**config.mk**
```make
export PLATFORM = sky130hd
export DESIGN_NAME = microwave_nivel1
export DESIGN_NICKNAME = d
export VERILOG_FILES = /design/src/rtl/microwave_nivel1.sv
export SDC_FILE = /design/constraint.sdc
export NUM_CORES = 1
export LEC_CHECK = 0
export CAP_MARGIN = 0
export CORE_AREA = 2 2 91 93
export CTS_BUF_LIST = sky130_fd_sc_hd__clkbuf_8
export DETAILED_ROUTE_END_ITERATION = 10
export DIE_AREA = 0 0 93 95
export MAX_ROUTING_LAYER = met4
export PLACE_DENSITY = 0.58
export RECOVER_POWER = 25
export SKIP_CTS_REPAIR_TIMING = 1
export SYNTH_ARGS = -nofsm -noshare
export SYNTH_HDL_FRONTEND = slang
export SYNTH_SLANG_ARGS = --single-unit
export TNS_END_PERCENT = 5
```
**constraint.sdc**
```tcl
create_clock -name clock -period 2.5 [get_ports clock]
set_input_delay 0.625 -clock clock [delete_from_list [all_inputs] [get_ports clock]]
set_output_delay 0.625 -clock clock [all_outputs]
set_load 0.05 [all_outputs]
```
**src/rtl/microwave_nivel1.sv**
```systemverilog
// microwave_nivel1: level-1 microwave oven controller.
// Takes a three-digit BCD cooking time from a one-hot keypad, counts it down
// once per second while cooking, and drives a four-digit active-low display.
module microwave_nivel1 #(
  parameter int CLK_HZ = 100
) (
  input  logic       clock,
  input  logic       reset,
  input  logic [9:0] key,
  input  logic       startn,
  input  logic       stopn,
  input  logic       clearn,
  input  logic       door_closed,
  output logic [6:0] blank_digit,
  output logic [6:0] min_segs,
  output logic [6:0] sec_tens_segs,
  output logic [6:0] sec_ones_segs,
  output logic       mag_on
);

  localparam int PW = (CLK_HZ > 1) ? $clog2(CLK_HZ) : 1;
  localparam logic [PW-1:0] PRESC_LAST = PW'(CLK_HZ - 1);

  typedef enum logic [1:0] {IDLE, COOK, PAUSE} state_t;

  state_t        state_reg, state_next;
  logic [3:0]    min_reg, min_next;
  logic [3:0]    tens_reg, tens_next;
  logic [3:0]    ones_reg, ones_next;
  logic [PW-1:0] presc_reg, presc_next;
  logic [9:0]    prev_key_reg;

  // Helper terms for the next-state logic
  logic       key_evt;
  logic [3:0] key_digit;
  logic       time_zero;
  logic       sec_tick;
  logic       start_ok;
  logic       halt_req;
  logic [3:0] dec_min, dec_tens, dec_ones;

  // Find the highest pressed key, which is the digit entered on a key event
  always_comb begin
    key_digit = 4'd0;
    for (int i = 0; i < 10; i++) begin
      if (key[i]) key_digit = 4'(i);
    end
  end

  assign key_evt   = (key != 10'd0) && (prev_key_reg == 10'd0);
  assign time_zero = (min_reg == 4'd0) && (tens_reg == 4'd0) && (ones_reg == 4'd0);
  assign sec_tick  = (presc_reg == PRESC_LAST);
  assign start_ok  = !startn && stopn && door_closed && !time_zero;
  assign halt_req  = !stopn || !door_closed;

  // One-second decrement with BCD borrow; tens restarts at 5 so entered
  // values above 5 in the tens place still count down literally
  always_comb begin
    dec_min  = min_reg;
    dec_tens = tens_reg;
    dec_ones = ones_reg;
    if (ones_reg != 4'd0) begin
      dec_ones = ones_reg - 4'd1;
    end else begin
      dec_ones = 4'd9;
      if (tens_reg != 4'd0) begin
        dec_tens = tens_reg - 4'd1;
      end else begin
        dec_tens = 4'd5;
        dec_min  = min_reg - 4'd1;
      end
    end
  end

  // State, time and prescaler registers
  always_ff @(posedge clock or posedge reset) begin
    if (reset) begin
      state_reg    <= IDLE;
      min_reg      <= 4'd0;
      tens_reg     <= 4'd0;
      ones_reg     <= 4'd0;
      presc_reg    <= '0;
      prev_key_reg <= 10'd0;
    end else begin
      state_reg    <= state_next;
      min_reg      <= min_next;
      tens_reg     <= tens_next;
      ones_reg     <= ones_next;
      presc_reg    <= presc_next;
      prev_key_reg <= key;
    end
  end

  // Next-state logic: clear beats everything, then pause, start, completion
  always_comb begin
    state_next = state_reg;
    min_next   = min_reg;
    tens_next  = tens_reg;
    ones_next  = ones_reg;
    presc_next = presc_reg;
    if (!clearn) begin
      state_next = IDLE;
      min_next   = 4'd0;
      tens_next  = 4'd0;
      ones_next  = 4'd0;
      presc_next = '0;
    end else begin
      case (state_reg)
        COOK: begin
          if (halt_req) begin
            // The tick on the pausing edge is dropped
            state_next = PAUSE;
          end else if (sec_tick) begin
            presc_next = '0;
            min_next   = dec_min;
            tens_next  = dec_tens;
            ones_next  = dec_ones;
            if (dec_min == 4'd0 && dec_tens == 4'd0 && dec_ones == 4'd0) begin
              state_next = IDLE;
            end
          end else begin
            presc_next = presc_reg + 1'b1;
          end
        end
        default: begin
          // Start is judged on the time before any key shifted in this cycle
          if (key_evt) begin
            min_next  = tens_reg;
            tens_next = ones_reg;
            ones_next = key_digit;
          end
          if (start_ok) begin
            state_next = COOK;
            presc_next = '0;
          end
        end
      endcase
    end
  end

  // Magnetron enable and the unused display digit
  always_comb begin
    mag_on      = (state_reg == COOK);
    blank_digit = 7'b1111111;
  end

  // Active-low seven-segment glyph, bit order {g,f,e,d,c,b,a}
  function automatic logic [6:0] seg7(input logic [3:0] val);
    case (val)
      4'd0:    seg7 = 7'b1000000;
      4'd1:    seg7 = 7'b1111001;
      4'd2:    seg7 = 7'b0100100;
      4'd3:    seg7 = 7'b0110000;
      4'd4:    seg7 = 7'b0011001;
      4'd5:    seg7 = 7'b0010010;
      4'd6:    seg7 = 7'b0000010;
      4'd7:    seg7 = 7'b1111000;
      4'd8:    seg7 = 7'b0000000;
      4'd9:    seg7 = 7'b0010000;
      default: seg7 = 7'b1111111;
    endcase
  endfunction

  logic [3:0] digit_val [3];
  logic [6:0] seg_val   [3];

  assign digit_val[0] = min_reg;
  assign digit_val[1] = tens_reg;
  assign digit_val[2] = ones_reg;

  genvar gi;
  generate
    for (gi = 0; gi < 3; gi++) begin : g_decode
      assign seg_val[gi] = seg7(digit_val[gi]);
    end
  endgenerate

  assign min_segs      = seg_val[0];
  assign sec_tens_segs = seg_val[1];
  assign sec_ones_segs = seg_val[2];

endmodule

```
==> impl_metrics.tcl <==
set metrics [dict create \
    first_pass_grt_wire_length_um 9720 \
    worst_clock_skew_ns 0.00755 \
    detailed_place.area_sq_um 2990 \
    layout_worst_path_cycle_share_pct 98.0 \
    cpLargestDelayFamily "adder cells" \
    worst_slew_margin_rel_pct 47.5 \
    postSynthRegisterBits 31 \
    core-area_sq_um 7930 \
    tritoncts "done" \
    num_rows 33 \
    groute.usage.overall_pct 14.1 \
    tritoncts.num_buffers 5 \
    fin_area_sq_um 3090 \
    pin_count 45 \
    worst-endpoint-required_ns 1.88 \
    cell_type_of_the_slowest_stage_on_the_worst_timing_path "dfrtp_1" \
    netlist_instances 280 \
    worst_setup_end_kind "output port" \
    drt.antenna.violating_nets 0 \
    dp_worst_setup_slack_ns 0.0198 \
    drt_drc_violations_left 0 \
    yosysUniqueCellTypes 49 \
    power.net_switching_mw 0.792 \
    n_antenna_cell 0 \
    achievable-frequency_mhz 408 \
    criticalPathCategory "flop to output port" \
    dr_total_vias 2155 \
    floorplan.initialDensity_pct 28.8 \
    die_area_sq_um 8840 \
    sequence_of_cells_on_the_critical_path "inv_1 -> ha_1 -> ha_1 -> mux2i_1 -> buf_12" \
    initial_antenna_violation_count 0 \
    final-setup-viol-count 0 \
    synth_edf_count 0 \
    final.hold.worst_slack_ns 0.495 \
    worst-path-buf-inv 2 \
    yosys_most_used_dff "dfrtp_1" \
    tns_ns 0 \
    ys_async_sr_fraction_pct 100 \
    finalMaxSlewViolations 0 \
    ir_drop_v 0.000194 \
    cp_slowest_stage_delay_ns 0.47 \
    cts.clk_slew.worst_paths_ns 0.07 \
    filler_instances 817 \
    clock_path_buffers 2 \
    finalPower_mw 1.98 \
    crit_path_frequent_cell "ha_1" \
    internal_power_mw 1.18 \
    worst_pin_slew_ns 0.787 \
    leak_pwr_nw 1.37 \
    ctsHtreeMaxLevel 2 \
    largest_register_ff_count 10 \
    route.detailed.vias_per_inst 4.93 \
    pwr-share-seq_pct 28.5 \
    crit_arrival_ns 1.82 \
    synth-seq-area-share_pct 34.0 \
    power.combinational.fraction_pct 49.2 \
    drtIter0Drc 187 \
    final.min_clock_period_ns 2.45 \
    clock_sink_count 31 \
    critPathMaxFanout 7 \
    status "finished clean" \
    power.density_nw_per_um2 640 \
    grt_overflow 0 \
    pin_count_of_the_biggest_net_entering_global_routing 32 \
    dp.final_hpwl_um 4270 \
    share_clk_of_total_power_pct 22.2 \
    layout.core_utilization_pct 39.0 \
    gp_routability_congestion 0.827 \
    syn-cell-area_sq_um 2280 \
    die_w_um 93 \
    fp.dieH_um 95 \
    final_net_count 364 \
    routed_wire_length_per_instance_um 12.9 \
    switching_share_pct 40.1 \
    clock-root-buffer "clkbuf_8" \
    rsz0062_at_grt "false" \
    worst_slack_ns 0.0511 \
    port-buffer-count 37 \
    drt-pass1-iter-count 4 \
    worstSetupStartpointType "flop" \
    clock_latency_ns 0.29 \
    grt_pass1_vias 2088 \
    syn-mean-instance-area_sq_um 8.14 \
    max_cap_violations 0 \
    ys_warn_count 0 \
    drt_wirelength_um 5660 \
    hp-class "flop to flop" \
    post_route_cells_drive_above_1_share_pct 18.1 \
    dp_cells 429 \
    most_common_library_cell_in_the_layout_ignoring_fill_and_taps "dfrtp_1" \
    finish.cell_count_without_fillers 437 \
    layout_common_cells "dfrtp_1 (31), nand2_1 (30), nor2_1 (26), a21oi_1 (25), buf_4 (25)" \
    syn2layout_area_growth_pct 35.6 \
    finalHoldViolCount 0 \
]
[cell type report]
cell class	instances	area (sq um)	share of cell area [%]
clock inverter	1	3.75	0.121
tap	105	131	4.25
inverter	14	52.6	1.70
sequential	31	776	25.1
clock buffer	7	96.3	3.12
timing repair buffer	58	683	22.1
multi-input combinational	221	1350	43.6
[final timing paths]
path,startpoint,end,slack [ns],cells after the start
worst max-delay path,min_reg[1]$_DFFE_PP0P_,min_segs[4],0.05,5
worst min-delay path,presc_reg[6]$_DFFE_PP0P_,presc_reg[6]$_DFFE_PP0P_,0.50,1
worst max register to register,tens_reg[1]$_DFFE_PP0P_,presc_reg[2]$_DFFE_PP0P_,0.30,7
worst min register to register,presc_reg[6]$_DFFE_PP0P_,presc_reg[6]$_DFFE_PP0P_,0.50,1
max in group asynchronous,reset,prev_key_reg[7]$_DFF_PP0_,0.99,3
min in group asynchronous,reset,state_reg[0]$_DFFE_PP0P_,1.01,3
[Yosys cell counts, types with 5 or more instances]
cell	number	area [sq um]
inv_1	13	48.8
nor3_1	8	40.0
nor4_1	5	31.3
o21ai_0	23	115
nand2_1	30	113
nor2_1	26	97.6
clkbuf_1	8	30.0
ha_1	17	213
nand3_1	13	65.1
dfrtp_1	31	776
nand2b_1	8	50.1
buf_4	7	52.6
a21oi_1	25	125
and3_1	5	31.3
[layer usage]
metal / part of all wire, % / track usage (%) / routed length (um) / vias to the layer above
li1: - / - / - / 1084
met1: 43 / 16.9 / 2460 / 1011
met2: 51 / 23.9 / 2860 / 53
met3: 4.6 / 2.87 / 262 / 7
met4: 1.3 / 4.29 / 75 / 0
met5: 0 / - / 0 / -
[power groups by stage]
stage               combinational (mW)  clock (mW)  sequential [mW]
global route                      1.04       0.468            0.569
detailed placement               0.980           0            0.573
CTS                              0.982       0.449            0.563
finish                           0.974       0.440            0.564
floorplan                        0.575           0            0.565
global placement                 0.977           0            0.572
[cell families after synthesis]
group | after synthesis | share of synthesized area (%)
other cells | 1 | 0.164
mux | 3 | 1.32
compound gates | 77 | 20.9
flops | 31 | 34.0
xor+xnor | 1 | 0.384
buf+inv | 34 | 7.85
fa+ha+maj | 17 | 9.33
simple gates | 116 | 26.0
Note: power is estimated with default switching activity, not from simulation.
